$ cat config.mk
export PLATFORM = sky130hd
export DESIGN_NAME = la_capture_buffer_flat
export DESIGN_NICKNAME = d
export VERILOG_FILES = /design/src/rtl/la_capture_buffer_if.sv /design/src/rtl/la_capture_buffer.sv /design/src/flat_wrapper.sv
export SDC_FILE = /design/constraint.sdc
export NUM_CORES = 1
export LEC_CHECK = 0
export ABC_AREA = 1
export CAP_MARGIN = 20
export CORE_ASPECT_RATIO = 0.75
export CORE_MARGIN = 10
export CORE_UTILIZATION = 40
export CTS_BUF_LIST = sky130_fd_sc_hd__clkbuf_4
export DETAILED_ROUTE_END_ITERATION = 10
export SLEW_MARGIN = 20
export SYNTH_ARGS = -nofsm -noshare
export SYNTH_HDL_FRONTEND = slang
export SYNTH_SLANG_ARGS = --single-unit
$ cat constraint.sdc
create_clock -name wb_clk_i -period 7.7 [get_ports wb_clk_i]
set_clock_uncertainty 0.05 [all_clocks]
set_input_delay 1.54 -clock wb_clk_i [delete_from_list [all_inputs] [get_ports wb_clk_i]]
set_output_delay 1.54 -clock wb_clk_i [all_outputs]
set_load 0.03 [all_outputs]
$ cat src/rtl/la_capture_buffer_if.sv
// Wishbone slave bus bundle for the logic-analyzer capture buffer.
// The management core drives the master side, and the capture buffer sits on the slave side.
interface la_capture_buffer_if;
   logic        wbs_stb_i;
   logic        wbs_cyc_i;
   logic        wbs_we_i;
   logic [3:0]  wbs_sel_i;
   logic [31:0] wbs_dat_i;
   logic [31:0] wbs_adr_i;
   logic        wbs_ack_o;
   logic [31:0] wbs_dat_o;

   modport master (
      output wbs_stb_i, wbs_cyc_i, wbs_we_i, wbs_sel_i, wbs_dat_i, wbs_adr_i,
      input  wbs_ack_o, wbs_dat_o
   );

   modport slave (
      input  wbs_stb_i, wbs_cyc_i, wbs_we_i, wbs_sel_i, wbs_dat_i, wbs_adr_i,
      output wbs_ack_o, wbs_dat_o
   );
endinterface

$ cat src/rtl/la_capture_buffer.sv
// Triggered capture of DEPTH consecutive 32-bit LA lane samples, read back over Wishbone.
// Every access is acked one cycle after its hit, and a new hit is accepted only once ack drops.
module la_capture_buffer #(
   parameter logic [31:0] BASE_ADDR = 32'h3000_0100,
   parameter int          DEPTH     = 16
) (
   input  logic                      wb_clk_i,
   input  logic                      wb_rst_i,
   la_capture_buffer_if.slave        wb,
   input  logic [127:0]              la_data_in,
   output logic                      capture_done_o
);
   localparam int AW = $clog2(DEPTH);
   localparam int CW = AW + 1;

   localparam logic [1:0] S_IDLE    = 2'd0;
   localparam logic [1:0] S_ARMED   = 2'd1;
   localparam logic [1:0] S_CAPTURE = 2'd2;
   localparam logic [1:0] S_DONE    = 2'd3;

   logic [1:0]    r_state;
   logic [CW-1:0] r_count;
   logic [AW-1:0] r_wr_ptr;
   logic [AW-1:0] r_rd_ptr;
   logic [31:0]   r_mask;
   logic [31:0]   r_value;
   logic [1:0]    r_lane;
   logic [127:0]  r_la_q;
   logic          r_ack;
   logic [31:0]   r_dat;
   logic [31:0]   r_mem [DEPTH];

   logic          w_hit;
   logic [2:0]    w_reg;
   logic          w_wr;
   logic          w_rd;
   logic          w_arm;
   logic          w_clear;
   logic          w_pop;
   logic          w_wen;
   logic [31:0]   w_lane;
   logic          w_match;
   logic [7:0]    w_cnt8;
   logic [31:0]   w_rdata;
   logic          w_unused_adr;

   function automatic logic [31:0] f_bytes(input logic [31:0] old_v, input logic [31:0] new_v,
                                           input logic [3:0] sel);
      logic [31:0] res;
      for (int i = 0; i < 4; i++)
         res[8*i +: 8] = sel[i] ? new_v[8*i +: 8] : old_v[8*i +: 8];
      return res;
   endfunction

   assign w_hit   = wb.wbs_stb_i & wb.wbs_cyc_i & ~r_ack &
                    (wb.wbs_adr_i[31:5] == BASE_ADDR[31:5]);
   assign w_reg   = wb.wbs_adr_i[4:2];
   assign w_wr    = w_hit & wb.wbs_we_i;
   assign w_rd    = w_hit & ~wb.wbs_we_i;
   assign w_arm   = w_wr & (w_reg == 3'd0) & wb.wbs_sel_i[0] & wb.wbs_dat_i[0];
   assign w_clear = w_wr & (w_reg == 3'd0) & wb.wbs_sel_i[0] & wb.wbs_dat_i[1];
   assign w_pop   = w_rd & (w_reg == 3'd4) & (r_state == S_DONE) & (r_count != '0);
   assign w_unused_adr = ^wb.wbs_adr_i[1:0];

   assign w_lane  = r_la_q[32*r_lane +: 32];
   assign w_match = ((w_lane ^ r_value) & r_mask) == 32'h0;
   // Sample 0 lands on the ARMED->CAPTURE edge, so ARMED writes too.
   assign w_wen   = ~w_clear & (((r_state == S_ARMED) & w_match) | (r_state == S_CAPTURE));

   always_comb begin
      w_cnt8 = '0;
      for (int i = 0; i < CW && i < 8; i++)
         w_cnt8[i] = r_count[i];
   end

   always_comb begin
      w_rdata = '0;
      case (w_reg)
         3'd0:    w_rdata = {28'h0, r_lane, 2'b00};
         3'd1:    w_rdata = r_mask;
         3'd2:    w_rdata = r_value;
         3'd3:    w_rdata = {16'h0, w_cnt8, 6'h0, r_state};
         3'd4:    w_rdata = w_pop ? r_mem[r_rd_ptr] : 32'h0;
         default: w_rdata = '0;
      endcase
   end

   always_ff @(posedge wb_clk_i) begin
      if (!wb_rst_i && w_wen)
         r_mem[r_wr_ptr] <= w_lane;
   end

   always_ff @(posedge wb_clk_i or posedge wb_rst_i) begin
      if (wb_rst_i) begin
         r_state  <= S_IDLE;
         r_count  <= '0;
         r_wr_ptr <= '0;
         r_rd_ptr <= '0;
         r_mask   <= '0;
         r_value  <= '0;
         r_lane   <= '0;
         r_la_q   <= '0;
         r_ack    <= 1'b0;
         r_dat    <= '0;
      end else begin
         r_la_q <= la_data_in;
         r_ack  <= w_hit;
         r_dat  <= w_rd ? w_rdata : 32'h0;

         if (w_wr) begin
            case (w_reg)
               3'd0:    if (wb.wbs_sel_i[0]) r_lane <= wb.wbs_dat_i[3:2];
               3'd1:    r_mask  <= f_bytes(r_mask, wb.wbs_dat_i, wb.wbs_sel_i);
               3'd2:    r_value <= f_bytes(r_value, wb.wbs_dat_i, wb.wbs_sel_i);
               default: ;
            endcase
         end

         if (w_clear) begin
            r_state  <= S_IDLE;
            r_count  <= '0;
            r_wr_ptr <= '0;
            r_rd_ptr <= '0;
         end else begin
            case (r_state)
               S_IDLE, S_DONE: begin
                  if (w_arm) begin
                     r_state  <= S_ARMED;
                     r_count  <= '0;
                     r_wr_ptr <= '0;
                     r_rd_ptr <= '0;
                  end else if (w_pop) begin
                     r_rd_ptr <= r_rd_ptr + AW'(1);
                     r_count  <= r_count - CW'(1);
                  end
               end
               S_ARMED: begin
                  if (w_match) begin
                     r_state  <= S_CAPTURE;
                     r_wr_ptr <= r_wr_ptr + AW'(1);
                     r_count  <= CW'(1);
                  end
               end
               default: begin
                  r_wr_ptr <= r_wr_ptr + AW'(1);
                  r_count  <= r_count + CW'(1);
                  if (r_count == CW'(DEPTH - 1))
                     r_state <= S_DONE;
               end
            endcase
         end
      end
   end

   assign wb.wbs_ack_o   = r_ack;
   assign wb.wbs_dat_o   = r_dat;
   assign capture_done_o = (r_state == S_DONE);
endmodule

$ cat src/flat_wrapper.sv
// flat-port wrapper written by rule: the top's interface ports become plain ports
module la_capture_buffer_flat 
#(
   parameter logic [31:0] BASE_ADDR = 32'h3000_0100,
   parameter int          DEPTH     = 16
)
  (wb_clk_i, wb_rst_i, la_data_in, capture_done_o, wb_wbs_stb_i, wb_wbs_cyc_i, wb_wbs_we_i, wb_wbs_sel_i, wb_wbs_dat_i, wb_wbs_adr_i, wb_wbs_ack_o, wb_wbs_dat_o);
  la_capture_buffer_if wb_i ();
  input  logic wb_clk_i;
  input  logic wb_rst_i;
  input  logic [127:0] la_data_in;
  output logic capture_done_o;
  input wire logic [$bits(wb_i.wbs_stb_i)-1:0] wb_wbs_stb_i;
  input wire logic [$bits(wb_i.wbs_cyc_i)-1:0] wb_wbs_cyc_i;
  input wire logic [$bits(wb_i.wbs_we_i)-1:0] wb_wbs_we_i;
  input wire logic [$bits(wb_i.wbs_sel_i)-1:0] wb_wbs_sel_i;
  input wire logic [$bits(wb_i.wbs_dat_i)-1:0] wb_wbs_dat_i;
  input wire logic [$bits(wb_i.wbs_adr_i)-1:0] wb_wbs_adr_i;
  output wire logic [$bits(wb_i.wbs_ack_o)-1:0] wb_wbs_ack_o;
  output wire logic [$bits(wb_i.wbs_dat_o)-1:0] wb_wbs_dat_o;
  assign wb_i.wbs_stb_i = wb_wbs_stb_i;
  assign wb_i.wbs_cyc_i = wb_wbs_cyc_i;
  assign wb_i.wbs_we_i = wb_wbs_we_i;
  assign wb_i.wbs_sel_i = wb_wbs_sel_i;
  assign wb_i.wbs_dat_i = wb_wbs_dat_i;
  assign wb_i.wbs_adr_i = wb_wbs_adr_i;
  assign wb_wbs_ack_o = wb_i.wbs_ack_o;
  assign wb_wbs_dat_o = wb_i.wbs_dat_o;
  la_capture_buffer #(.BASE_ADDR(BASE_ADDR), .DEPTH(DEPTH)) u_core (.wb_clk_i(wb_clk_i), .wb_rst_i(wb_rst_i), .wb(wb_i), .la_data_in(la_data_in), .capture_done_o(capture_done_o));
endmodule
Word-level counts from Yosys, hierarchy flattened
Memory sizes are Yosys's and may differ from the RTL's.
Cells that the tools add are included.
Widths: inputs -> output; s select.
{"block": "word_totals", "register_bits": 242, "mem_bits_rw": 512, "inputBits": 201, "out_inout_bits": 34, "word_cells": 100, "mem_count": 1}
{"name": "u_core.r_mem", "words": 16, "width": 32, "rd": 1, "rd_ports_with_merged_regs": 0, "wr": 1, "line_no": "la_capture_buffer.sv:31", "text": "logic [31:0] r_mem [DEPTH];"}
{"block": "classes", "n_addsub": 4, "eq_ne": 12, "n_shift": 1, "mux": 23, "n_bitwise": 20, "reduce_logical": 23}
{"cell": "$pmux 32 s5", "n": 1}
{"cell": "$shiftx 128x8->32", "n": 1}
{"cell": "$mux 32", "n": 2}
{"cell": "$and 32x32->32", "n": 1}
{"cell": "$logic_not 32->1", "n": 1}
{"cell": "$xor 32x32->32", "n": 1}
{"cell": "$reduce_and 3->1", "n": 10}
{"cell": "$mux 4", "n": 7}
{"cell": "$eq 27x25->1 const B", "n": 1}
{"cell": "$mux 5", "n": 4}
{"cell": "$and 1x1->1", "n": 14}
{"cell": "$pmux 5 s2", "n": 1}
{"cell": "$add 4x1->4 const B", "n": 2}
{"cell": "$mux 2", "n": 4}
{"cell": "$pmux 4 s2", "n": 1}
{"cell": "$eq 3x2->1 const B", "n": 2}
{"cell": "$ne 3x1->1 const B", "n": 2}
{"cell": "$reduce_and 2->1", "n": 3}
{"cell": "$add 5x1->5 const B", "n": 1}
{"cell": "$eq 5x4->1 const B", "n": 1}
{"cell": "$reduce_bool 5->1", "n": 1}
{"cell": "$sub 5x1->5 const B", "n": 1}
{"cell": "$eq 2x2->1 const B", "n": 2}
{"cell": "$ne 4x1->1 const B", "n": 1}
{"cell": "other kinds (15)", "n": 18}

Longest topological paths before layout
Gate-level depths: netlist of the first run.
{"block": "logic_depth", "depth_word": 12, "ltp_mapped": 16, "ltp_nobuf": 15}

Worst setup path after synthesis of the first run
No wires, ideal clock.
{"block": "synth_timing", "path_kind": "in2reg", "from": "input wb_wbs_adr_i[29]", "to": "memory u_core.r_mem[3][0], enable pin", "setup_time_ns": 0.461, "arrival_time_ns": 4.774, "required_time_ns": 7.189, "path_slack_ns": 2.415, "path_stages": 12, "path_buffers": 1, "path_cell_list": "inv_1 nor2_1 nand4_1 nor2_1 nand3_1 nor2_1 nand3_1 inv_1 nor3_1 nand2_2 buf_2 nor3_1"}
{"block": "synth_between", "elab_chain_cells": 11}
{"item": "start: declaration", "line_no": "flat_wrapper.sv:18", "text": "input wire logic [$bits(wb_i.wbs_adr_i)-1:0] wb_wbs_adr_i;"}
{"item": "$eq 27x25->1", "line_no": "la_capture_buffer.sv:56", "text": "(wb.wbs_adr_i[31:5] == BASE_ADDR[31:5]);"}
{"item": "$and 1x1->1", "line_no": "la_capture_buffer.sv:55", "text": "assign w_hit = wb.wbs_stb_i & wb.wbs_cyc_i & ~r_ack &"}
{"item": "$and 1x1->1", "line_no": "la_capture_buffer.sv:58", "text": "assign w_wr = w_hit & wb.wbs_we_i;"}
{"item": "$and 1x1->1 (3 in series)", "line_no": "la_capture_buffer.sv:61", "text": "assign w_clear = w_wr & (w_reg == 3'd0) & wb.wbs_sel_i[0] & wb.wbs_dat_i[1];"}
{"item": "$not 1->1", "line_no": "la_capture_buffer.sv:68", "text": "assign w_wen = ~w_clear & (((r_state == S_ARMED) & w_match) | (r_state == S_CAPTURE));"}
{"item": "$and 1x1->1", "line_no": "la_capture_buffer.sv:68"}
{"item": "$logic_and 1x1->1", "line_no": "la_capture_buffer.sv:89", "text": "if (!wb_rst_i && w_wen)"}
{"item": "$mux 1", "line_no": "la_capture_buffer.sv:89"}
{"item": "$mux 1 (not written as such)", "line_no": "la_capture_buffer.sv:90", "text": "r_mem[r_wr_ptr] <= w_lane;"}
{"item": "end: declaration", "line_no": "la_capture_buffer.sv:31"}
No other way between the ends.

Worst setup path in the final report of the first run
{"block": "layout_timing", "from": "register u_core.r_lane[1]", "to": "memory u_core.r_mem[14][27], enable pin"}
{"block": "layout_between", "elab_chain_cells": 10}
{"item": "start: declaration", "line_no": "la_capture_buffer.sv:27", "text": "logic [1:0] r_lane;"}
{"item": "start signal: assignment", "line_no": "la_capture_buffer.sv:112", "text": "3'd0: if (wb.wbs_sel_i[0]) r_lane <= wb.wbs_dat_i[3:2];"}
{"item": "$shiftx 128x8->32", "line_no": "la_capture_buffer.sv:65", "text": "assign w_lane = r_la_q[32*r_lane +: 32];"}
{"item": "$xor 32x32->32", "line_no": "la_capture_buffer.sv:66", "text": "assign w_match = ((w_lane ^ r_value) & r_mask) == 32'h0;"}
{"item": "$and 32x32->32", "line_no": "la_capture_buffer.sv:66"}
{"item": "$logic_not 32->1", "line_no": "la_capture_buffer.sv:66"}
{"item": "$and 1x1->1", "line_no": "la_capture_buffer.sv:68"}
{"item": "$or 1x1->1", "line_no": "la_capture_buffer.sv:68"}
{"item": "$and 1x1->1", "line_no": "la_capture_buffer.sv:68"}
{"item": "$logic_and 1x1->1", "line_no": "la_capture_buffer.sv:89"}
{"item": "$mux 1", "line_no": "la_capture_buffer.sv:89"}
{"item": "$mux 1 (not written as such)", "line_no": "la_capture_buffer.sv:90"}
No other way between the ends.

==> qor_table.md, run 1 <==
| Stage | Quantity | Value |
|---|---|---|
| sta | Final worst hold slack | 0.465 ns |
| clocking | CTS root buffer | sky130_fd_sc_hd__clkbuf_4 |
| die | Std cell rows | 87 |
| setup path | Startpoint-to-endpoint class of the critical path | reg -> reg |
| grt | Total global-route track usage | 19.9% |
| grt | Via count of the first global-routing pass | 21,851 |
| logic synthesis | Synth Area per Inst | 11.3 µm² |
| detailed routing | Average wire per standard cell | 21.5 µm |
| grt | First-pass GRT wire length | 133,000 µm |
| detailed routing | Drt first pass iters | 5 |
| logic synthesis | Post-synth top area share | 50.7% |
| die | Core Footprint | 75,100 µm² |
| detailed routing | Routed Antenna Nets | 0 |
| setup path | Largest incremental delay on the critical path | 0.66 ns |
| worst hold path | HP Class | reg -> reg |
| logic synthesis | Proportion of register bits with asynchronous set or reset after synthesis | 32.1% |
| clocking | Clk buf depth | 3 |
| die | Number of primary I/O pins | 235 |
| clocking | TritonCTS clock tree | yes |
| logic synthesis | Count of yosys warnings during synthesis | 0 |
| die | Die width | 338 µm |
| sta | Minimum clock period | 4.42 ns |
| final layout | Area of all placed cells without fillers | 35,900 µm² |
| clocking | Clock-pin slew reported for the worst setup and hold paths after clock tree synthesis | 0.06 ns |
| place | Placed Instance Area | 33,700 µm² |
| setup path | Max FO, Critical Path | 35 |
| sta | Count of final hold-check violations | 0 |
| setup path | Most common cell type on the critical path | sky130_fd_sc_hd__nand2_1 |
| detailed routing | Post-detailed-route DRC marker count | 0 |
| setup path | Slowest-stage cell, CP | sky130_fd_sc_hd__buf_4 |
| final layout | Most frequent cells in the layout | sky130_fd_sc_hd__nand2_1 (791), sky130_fd_sc_hd__edfxtp_1 (512), sky130_fd_sc_hd__clkbuf_4 (262) |
| logic synthesis | Synthesized Nets | 2,884 |
| clocking | Later-pin clock latency in the skew report | 0.93 ns |
| sta | Total count of max-transition violations in the final report | 0 |
| die | Initial Util | 40.4% |
| detailed routing | Initial detailed-routing violation count | 1,852 |
| clocking | Post-CTS Setup Repair Bufs | 0 |
| clocking | Depth of the CTS H-tree | 4 |
| clocking | Post-CTS sizing | 0 |
| logic synthesis | Count of flip-flops with a built-in enable after synthesis | 512 |
| setup path | Register-to-register path setup slack | 3.28 ns |
| clocking | Sink count of the clock tree | 754 |
| place | DPL Wire Length | 52,300 µm |
| logic synthesis | Dominant register cell in the synthesized netlist | sky130_fd_sc_hd__edfxtp_1 |
| power and ir drop | Worst vdd rail ir drop | 134 µV |
| final layout | Final nets | 3,181 |
| setup path | Critical Path End Type | register |
| final layout | Area Growth Syn to Fin | 18.3% |
| sta | Total negative slack | 0 ns |
| detailed routing | Via-per-instance ratio | 5.36 |
| die | Die height | 258 µm |
| setup path | Type of element launching the critical path | register |
| die | Die outline area | 87,300 µm² |
| final layout | Most common library cell in the layout ignoring fill and taps | sky130_fd_sc_hd__nand2_1 |
| setup path | CP Data Arrival Time | 4.90 ns |
| grt | Initial antenna violation count | 2 |
| logic synthesis | Area of the mapped netlist | 30,300 µm² |
| power and ir drop | Post-layout power | 7.74 mW |
| logic synthesis | Count of cell types in the netlist | 33 |
| sta | Fmax | 226 MHz |
| sta | Slew of the pin with the lowest slew margin | 1.11 ns |
| detailed routing | Via count | 21,912 |
| logic synthesis | Synth area leader | sky130_fd_sc_hd__edfxtp_1 |
| place | GPL Wtd Cong | 0.854 |
| clocking | TritonCTS Buffers | 175 |
| detailed routing | Post-Route WL | 88,000 µm |
| place | Number of port buffers | 232 |
| job | Max cap viols | 0 |
| setup path | Cells along the critical path | buf_4, inv_2, nand3_1, nand2_1, nand2_1, nand3_1, nand2_1, nor2_1, nand2_1, nor2_1, nand2_1, nand2_1, nand2_2, nor3_2, buf_4 |
| sta | Final Cycle Share | 57.4% |
| sta | Final setup violation count | 0 |
| logic synthesis | Yosys reg bits | 754 |
| grt | Largest net degree at the start of global routing | 168 |
| clocking | Count of hold-fix buffers inserted at cts | 0 |
| logic synthesis | Top cells by area in the synthesized netlist | sky130_fd_sc_hd__edfxtp_1 (51%), sky130_fd_sc_hd__dfrtp_1 (20%), sky130_fd_sc_hd__nand2_1 (9.8%) |
| grt | GRT overflow | 0 |
| power and ir drop | Static leakage power | 13.8 nW |
| logic synthesis | Mapped Cells | 2,672 |
| final layout | Non-filler instance count after layout | 4,087 |
| sta | RSZ-0062 raised after global routing | false |
| status | Run status | complete, no violations |
| place | Number of placed cells counting well taps | 3,771 |
| logic synthesis | Fraction of the yosys area taken by sequential cells | 70.7% |
| setup path | Endpoint required time on the critical path | 8.18 ns |
| power and ir drop | Power per standard cell area | 216 nW/µm² |
| sta | Max-Slew Margin vs Limit | 25.4% |
| final layout | Fraction of final layout cells sized beyond drive strength 1 | 11.1% |
[synthesized netlist by cell type (2+ instances only)]
library cell               count
sky130_fd_sc_hd__nand4_1      12
sky130_fd_sc_hd__nand2_1     791
sky130_fd_sc_hd__a221oi_1      9
sky130_fd_sc_hd__buf_2        17
sky130_fd_sc_hd__nor2_1       61
sky130_fd_sc_hd__nor4_1        2
sky130_fd_sc_hd__nand3_1     200
sky130_fd_sc_hd__a32o_1       23
sky130_fd_sc_hd__clkbuf_1    102
sky130_fd_sc_hd__inv_1       137
sky130_fd_sc_hd__a22oi_1      74
sky130_fd_sc_hd__a31oi_1      27
sky130_fd_sc_hd__nor3_1       31
sky130_fd_sc_hd__a21oi_1     241
sky130_fd_sc_hd__edfxtp_1    512
sky130_fd_sc_hd__inv_2         2
sky130_fd_sc_hd__a221o_1       4
sky130_fd_sc_hd__nand3b_1      2
sky130_fd_sc_hd__nand2_2       2
sky130_fd_sc_hd__o311ai_0     25
sky130_fd_sc_hd__o21ai_0      79
sky130_fd_sc_hd__o211ai_1     28
sky130_fd_sc_hd__xor2_1        4
sky130_fd_sc_hd__buf_1        23
sky130_fd_sc_hd__ha_1         11
sky130_fd_sc_hd__buf_4         5
sky130_fd_sc_hd__dfrtp_1     242
[metal layers]
metal	GRT usage [%]	share of wire [%]	up-vias
li1	-	-	10126
met1	26.2	42	10763
met2	31.7	47	878
met3	5.09	8.0	145
met4	7.17	2.8	0
met5	0	0	-
[power by group]
part	switching (mW)	leakage [nW]	internal, mW	total (mW)
clock	1.58	1.32	1.56	3.13
sequential	0.00894	7.65	4.37	4.38
combinational	0.123	4.83	0.105	0.228
[worst paths after layout]
| path | startpoint | cells past startpoint | endpoint |
|---|---|---|---|
| hold / removal | u_core.r_mask[26]$_DFFE_PP0P_ | 2 | u_core.r_mask[26]$_DFFE_PP0P_ |
| setup reg to reg | u_core.r_lane[1]$_DFFE_PP0P_ | 15 | u_core.r_mem[14][27]$_DFFE_PP_ |
| min in group asynchronous | wb_rst_i | 2 | u_core.r_count[2]$_DFFE_PP0P_ |
| setup / recovery | u_core.r_lane[1]$_DFFE_PP0P_ | 15 | u_core.r_mem[14][27]$_DFFE_PP_ |
| max in group asynchronous | wb_rst_i | 3 | u_core.r_la_q[24]$_DFF_PP0_ |
| hold reg to reg | u_core.r_mask[26]$_DFFE_PP0P_ | 2 | u_core.r_mask[26]$_DFFE_PP0P_ |
[layout make-up]
type / count / area, µm²
Multi-Input combinational cell: 1631 / 7870
Inverter: 140 / 537
Sequential cell: 754 / 21400
Fill cell: 6768 / 39200
Clock inverter: 52 / 213
Timing Repair Buffer: 267 / 2620
Tap cell: 979 / 1220
Clock buffer: 262 / 1970
Antenna cell: 2 / 5.00
[cell families after synthesis]
kind of cell	count (synthesis)	synth area share, %
and+or+nand+nor	1104	14.8
DFF	754	70.7
AOI/OAI and AO/OA	512	10.3
buffers and inverters	287	3.68
adders and majority gates	11	0.454
xor gates and xnor gates	4	0.116
[flip-flops by register name (all words and copies together) (netlist names), 4 cells and up]
name,cells
u_core.r_wr_ptr,4
u_core.wb.wbs_dat_o,32
u_core.r_count,5
u_core.r_value,32
u_core.r_mask,32
u_core.r_mem,512
u_core.r_rd_ptr,4
u_core.r_la_q,128
[metrics by stage]
step	utilization, %	setup WS, ns
final	47.8	3.28
after global routing	47.8	2.96
after CTS	47.8	3.32
after detailed placement	44.9	3.06
after global placement	44.9	3.13
after floorplan	-	2.42
[critical path: cells and delay by family, from the launching register on]
family	cells	cell delay, ns
buffers and inverters	3	1.52
DFF	1	0.36
and+or+nand+nor	12	2.04
Note: power is estimated with default switching activity, not from simulation.
==> inputs of run 2 (changes only) <==
==> constraint.sdc (replaced) <==
create_clock -name wb_clk_i -period 3.86 [get_ports wb_clk_i]
set_clock_uncertainty 0.05 [all_clocks]
set_input_delay 0.772 -clock wb_clk_i [delete_from_list [all_inputs] [get_ports wb_clk_i]]
set_output_delay 0.772 -clock wb_clk_i [all_outputs]
set_load 0.03 [all_outputs]
==> qor_table.md, run 2 (synthesized netlist as in run 1, its figures left out) <==
| Stage | Quantity | Value | vs previous |
|---|---|---|---|
| status | Run status | complete, no violations |  |
| clocking | Later-pin clock latency in the skew report | 0.96 ns | +0.03 ns |
| final layout | Area of the multi-input gates | 7870 µm² | about the same |
| setup path | Number of stages on the worst setup path | 15 | unchanged |
| power and ir drop | Relative contribution of sequential cells to total power | 55.6% | -1.0 points |
| grt | GRT overflow | 0 | unchanged |
| place | Number of placed cells counting well taps | 3,821 | +1.3% |
| grt | Largest net degree at the start of global routing | 112 | -33% |
| final layout | Largest register FFs | 512 | unchanged |
| sta | Final setup violation count | 0 | unchanged |
| sta | RSZ-0062 raised after global routing | false |  |
| clocking | TritonCTS Buffers | 176 | +0.57% |
| final layout | Area Growth Syn to Fin | 20.8% |  |
| job | Max cap viols | 0 | unchanged |
| detailed routing | Via count | 22,093 | +0.83% |
| detailed routing | Initial detailed-routing violation count | 2,003 | +8.2% |
| final layout | Most frequent cells in the layout | sky130_fd_sc_hd__nand2_1 (791), sky130_fd_sc_hd__edfxtp_1 (512), sky130_fd_sc_hd__clkbuf_4 (254) |  |
| power and ir drop | Net switching component of the power | 3.47 mW | +100% |
| detailed routing | Routed Antenna Nets | 0 | unchanged |
| final layout | End-of-flow core utilization | 48.8% | +0.99 points |
| grt | Total global-route track usage | 20.1% | +0.14 points |
| sta | Fmax | 271 MHz | +20% |
| final layout | Non-filler instance count after layout | 4,138 | +1.2% |
| die | Die height | 258 µm | unchanged |
| die | Number of primary I/O pins | 235 | unchanged |
| place | DPL Wire Length | 56,800 µm | +8.5% |
| die | Initial Util | 40.4% | unchanged |
| detailed routing | Drt first pass iters | 6 | +1 |
| final layout | Count of fill cells added during filler insertion | 6,659 | -1.6% |
| sta | Minimum clock period | 3.68 ns | -0.737 ns |
| final layout | Fraction of final layout cells sized beyond drive strength 1 | 12.3% | +1.2 points |
| clocking | TritonCTS clock tree | yes |  |
| sta | Max-Slew Margin vs Limit | 50.0% | +25 points |
| setup path | CP Data Arrival Time | 4.24 ns | -0.66 ns |
| setup path | Top delay family on crit path | simple AND/OR/NAND/NOR gates |  |
| detailed routing | Via-per-instance ratio | 5.34 | -0.42% |
| place | Number of port buffers | 232 | unchanged |
| worst hold path | HP Class | in -> reg |  |
| die | Die width | 338 µm | unchanged |
| setup path | Endpoint required time on the critical path | 4.42 ns | -3.76 ns |
| clocking | Count of hold-fix buffers inserted at cts | 0 | unchanged |
| sta | Slew of the pin with the lowest slew margin | 0.751 ns | -0.360 ns |
| power and ir drop | Power per standard cell area | 429 nW/µm² | +99% |
| grt | First-pass GRT wire length | 135,000 µm | +1.5% |
| detailed routing | Average wire per standard cell | 21.2 µm | -1.3% |
| clocking | Clk buf depth | 3 | unchanged |
| final layout | Largest registers | u_core.r_mem (512), u_core.r_la_q (128) |  |
| final layout | Most common library cell in the layout ignoring fill and taps | sky130_fd_sc_hd__nand2_1 |  |
| setup path | Reg2reg path depth | 15 | unchanged |
| die | Std cell rows | 87 | unchanged |
| setup path | Most common cell type on the critical path | sky130_fd_sc_hd__nand2_1 |  |
| clocking | Sink count of the clock tree | 754 | unchanged |
| setup path | Critical Path End Type | register |  |
| worst hold path | Hold depth | 1 | -1 |
| die | Die outline area | 87,300 µm² | unchanged |
| setup path | Slowest-stage cell, CP | sky130_fd_sc_hd__dfrtp_1 |  |
| setup path | Type of element launching the critical path | register |  |
| setup path | Count of buffering cells on the critical path with inverters included | 3 | unchanged |
| power and ir drop | Sw Ratio | 22.1% | about the same |
| place | GPL Wtd Cong | 0.878 | +2.9% |
| final layout | Register Area | 21,400 µm² | unchanged |
| grt | Via count of the first global-routing pass | 22,027 | +0.81% |
| setup path | Cells along the critical path | inv_2, buf_12, nand3_1, nand2_1, nand2_1, nand3_1, nand2_1, nor2_1, nand2_1, nor2_1, nand2_1, nand2_1, nand2_2, nor3_2, buf_4 |  |
| sta | Total count of max-transition violations in the final report | 0 | unchanged |
| final layout | Register ranked first by flip-flop count | u_core.r_mem |  |
| power and ir drop | Static leakage power | 14.1 nW | +2.3% |
| clocking | CTS root buffer | sky130_fd_sc_hd__clkbuf_4 |  |
| sta | Count of final hold-check violations | 0 | unchanged |
| clocking | Depth of the CTS H-tree | 4 | unchanged |
| sta | Final Cycle Share | 95.5% | +38 points |
| power and ir drop | Internal Power | 12.2 mW | +100% |
| detailed routing | Post-detailed-route DRC marker count | 0 | unchanged |
| final layout | Final nets | 3,232 | +1.6% |
| grt | Initial antenna violation count | 2 | unchanged |
| setup path | Largest incremental delay on the critical path | 0.42 ns | -0.24 ns |
| power and ir drop | Combinational cell fraction of total power | 3.0% | about the same |
| die | Core Footprint | 75,100 µm² | unchanged |
| setup path | Max FO, Critical Path | 18 | -49% |
| detailed routing | Post-Route WL | 87,900 µm | -0.12% |
| power and ir drop | Worst vdd rail ir drop | 316 µV | +140% |
| setup path | Startpoint-to-endpoint class of the critical path | reg -> reg |  |
| clocking | Clock-pin slew reported for the worst setup and hold paths after clock tree synthesis | 0.08 ns | +0.02 ns |
| power and ir drop | Clock power frac | 41.4% | +0.9 points |
-- run 2: power by group through the flow --
stage | Clock (mW) | Sequential (mW) | Combinational (mW)
after CTS | 6.68 | 8.73 | 0.478
after global routing | 7.13 | 8.73 | 0.519
after global placement | 0 | 8.90 | 0.464
after detailed placement | 0 | 8.90 | 0.476
final | 6.51 | 8.73 | 0.472
after floorplan | 0 | 8.90 | 0.154
-- run 2: metrics by stage --
step	total power [mW]	cell area [µm²]	TNS, ns	setup slack (ns)	hold slack (ns)
floorplan	9.05	30300	-337.61	-0.657	0.425
CTS	15.9	36600	0	0.217	0.110
detailed placement	9.38	34300	0	0.216	0.450
global route	16.4	36600	0	0.0166	0.107
global placement	9.36	34300	0	0.270	0.441
finish	15.7	36600	0	0.175	0.202
-- run 2: repair_timing --
action | 4_1_cts | 5_1_grt
setup buffers | 0 | 0
endpoints found under the setup margin | 0 | 8
gates resized for setup | 0 | 1
-- run 2: per-layer routing --
| layer | global-route usage [%] | part of all wire, % |
|---|---|---|
| met4 | 5.96 | 2.3 |
| met3 | 4.10 | 6.3 |
| met5 | 0 | 0 |
| met1 | 27.9 | 44 |
| met2 | 31.5 | 47 |
-- run 2: final cells by class --
cell class | count | share of cell area (%)
inverters | 140 | 1.47
multi-input cells | 1631 | 21.5
well taps | 979 | 3.34
diodes | 5 | 0.0342
clock inverters | 58 | 1.01
flip-flops and latches | 754 | 58.5
repair buffers | 317 | 8.91
clock buffers | 254 | 5.21
-- run 2: final timing paths --
| path | end | slack [ns] | startpoint |
|---|---|---|---|
| max | u_core.r_mem[10][29]$_DFFE_PP_ | 0.18 | u_core.r_lane[1]$_DFFE_PP0P_ |
| min | u_core.r_la_q[0]$_DFF_PP0_ | 0.20 | la_data_in[0] |
| max reg2reg | u_core.r_mem[10][29]$_DFFE_PP_ | 0.18 | u_core.r_lane[1]$_DFFE_PP0P_ |
| min reg2reg | u_core.r_mask[27]$_DFFE_PP0P_ | 0.46 | u_core.r_mask[27]$_DFFE_PP0P_ |
| max in group asynchronous | u_core.r_rd_ptr[1]$_DFFE_PP0P_ | 2.65 | wb_rst_i |
| min in group asynchronous | u_core.r_lane[1]$_DFFE_PP0P_ | 0.22 | wb_rst_i |
==> inputs of run 3 (changes only) <==
--- a/config.mk
+++ b/config.mk
@@ -16,3 +16,4 @@
 export SYNTH_ARGS = -nofsm -noshare
 export SYNTH_HDL_FRONTEND = slang
 export SYNTH_SLANG_ARGS = --single-unit
+export TNS_END_PERCENT = 100
==> results of run 3 <==
No change in the layout: final DEF, timing and power equal those of run 2.
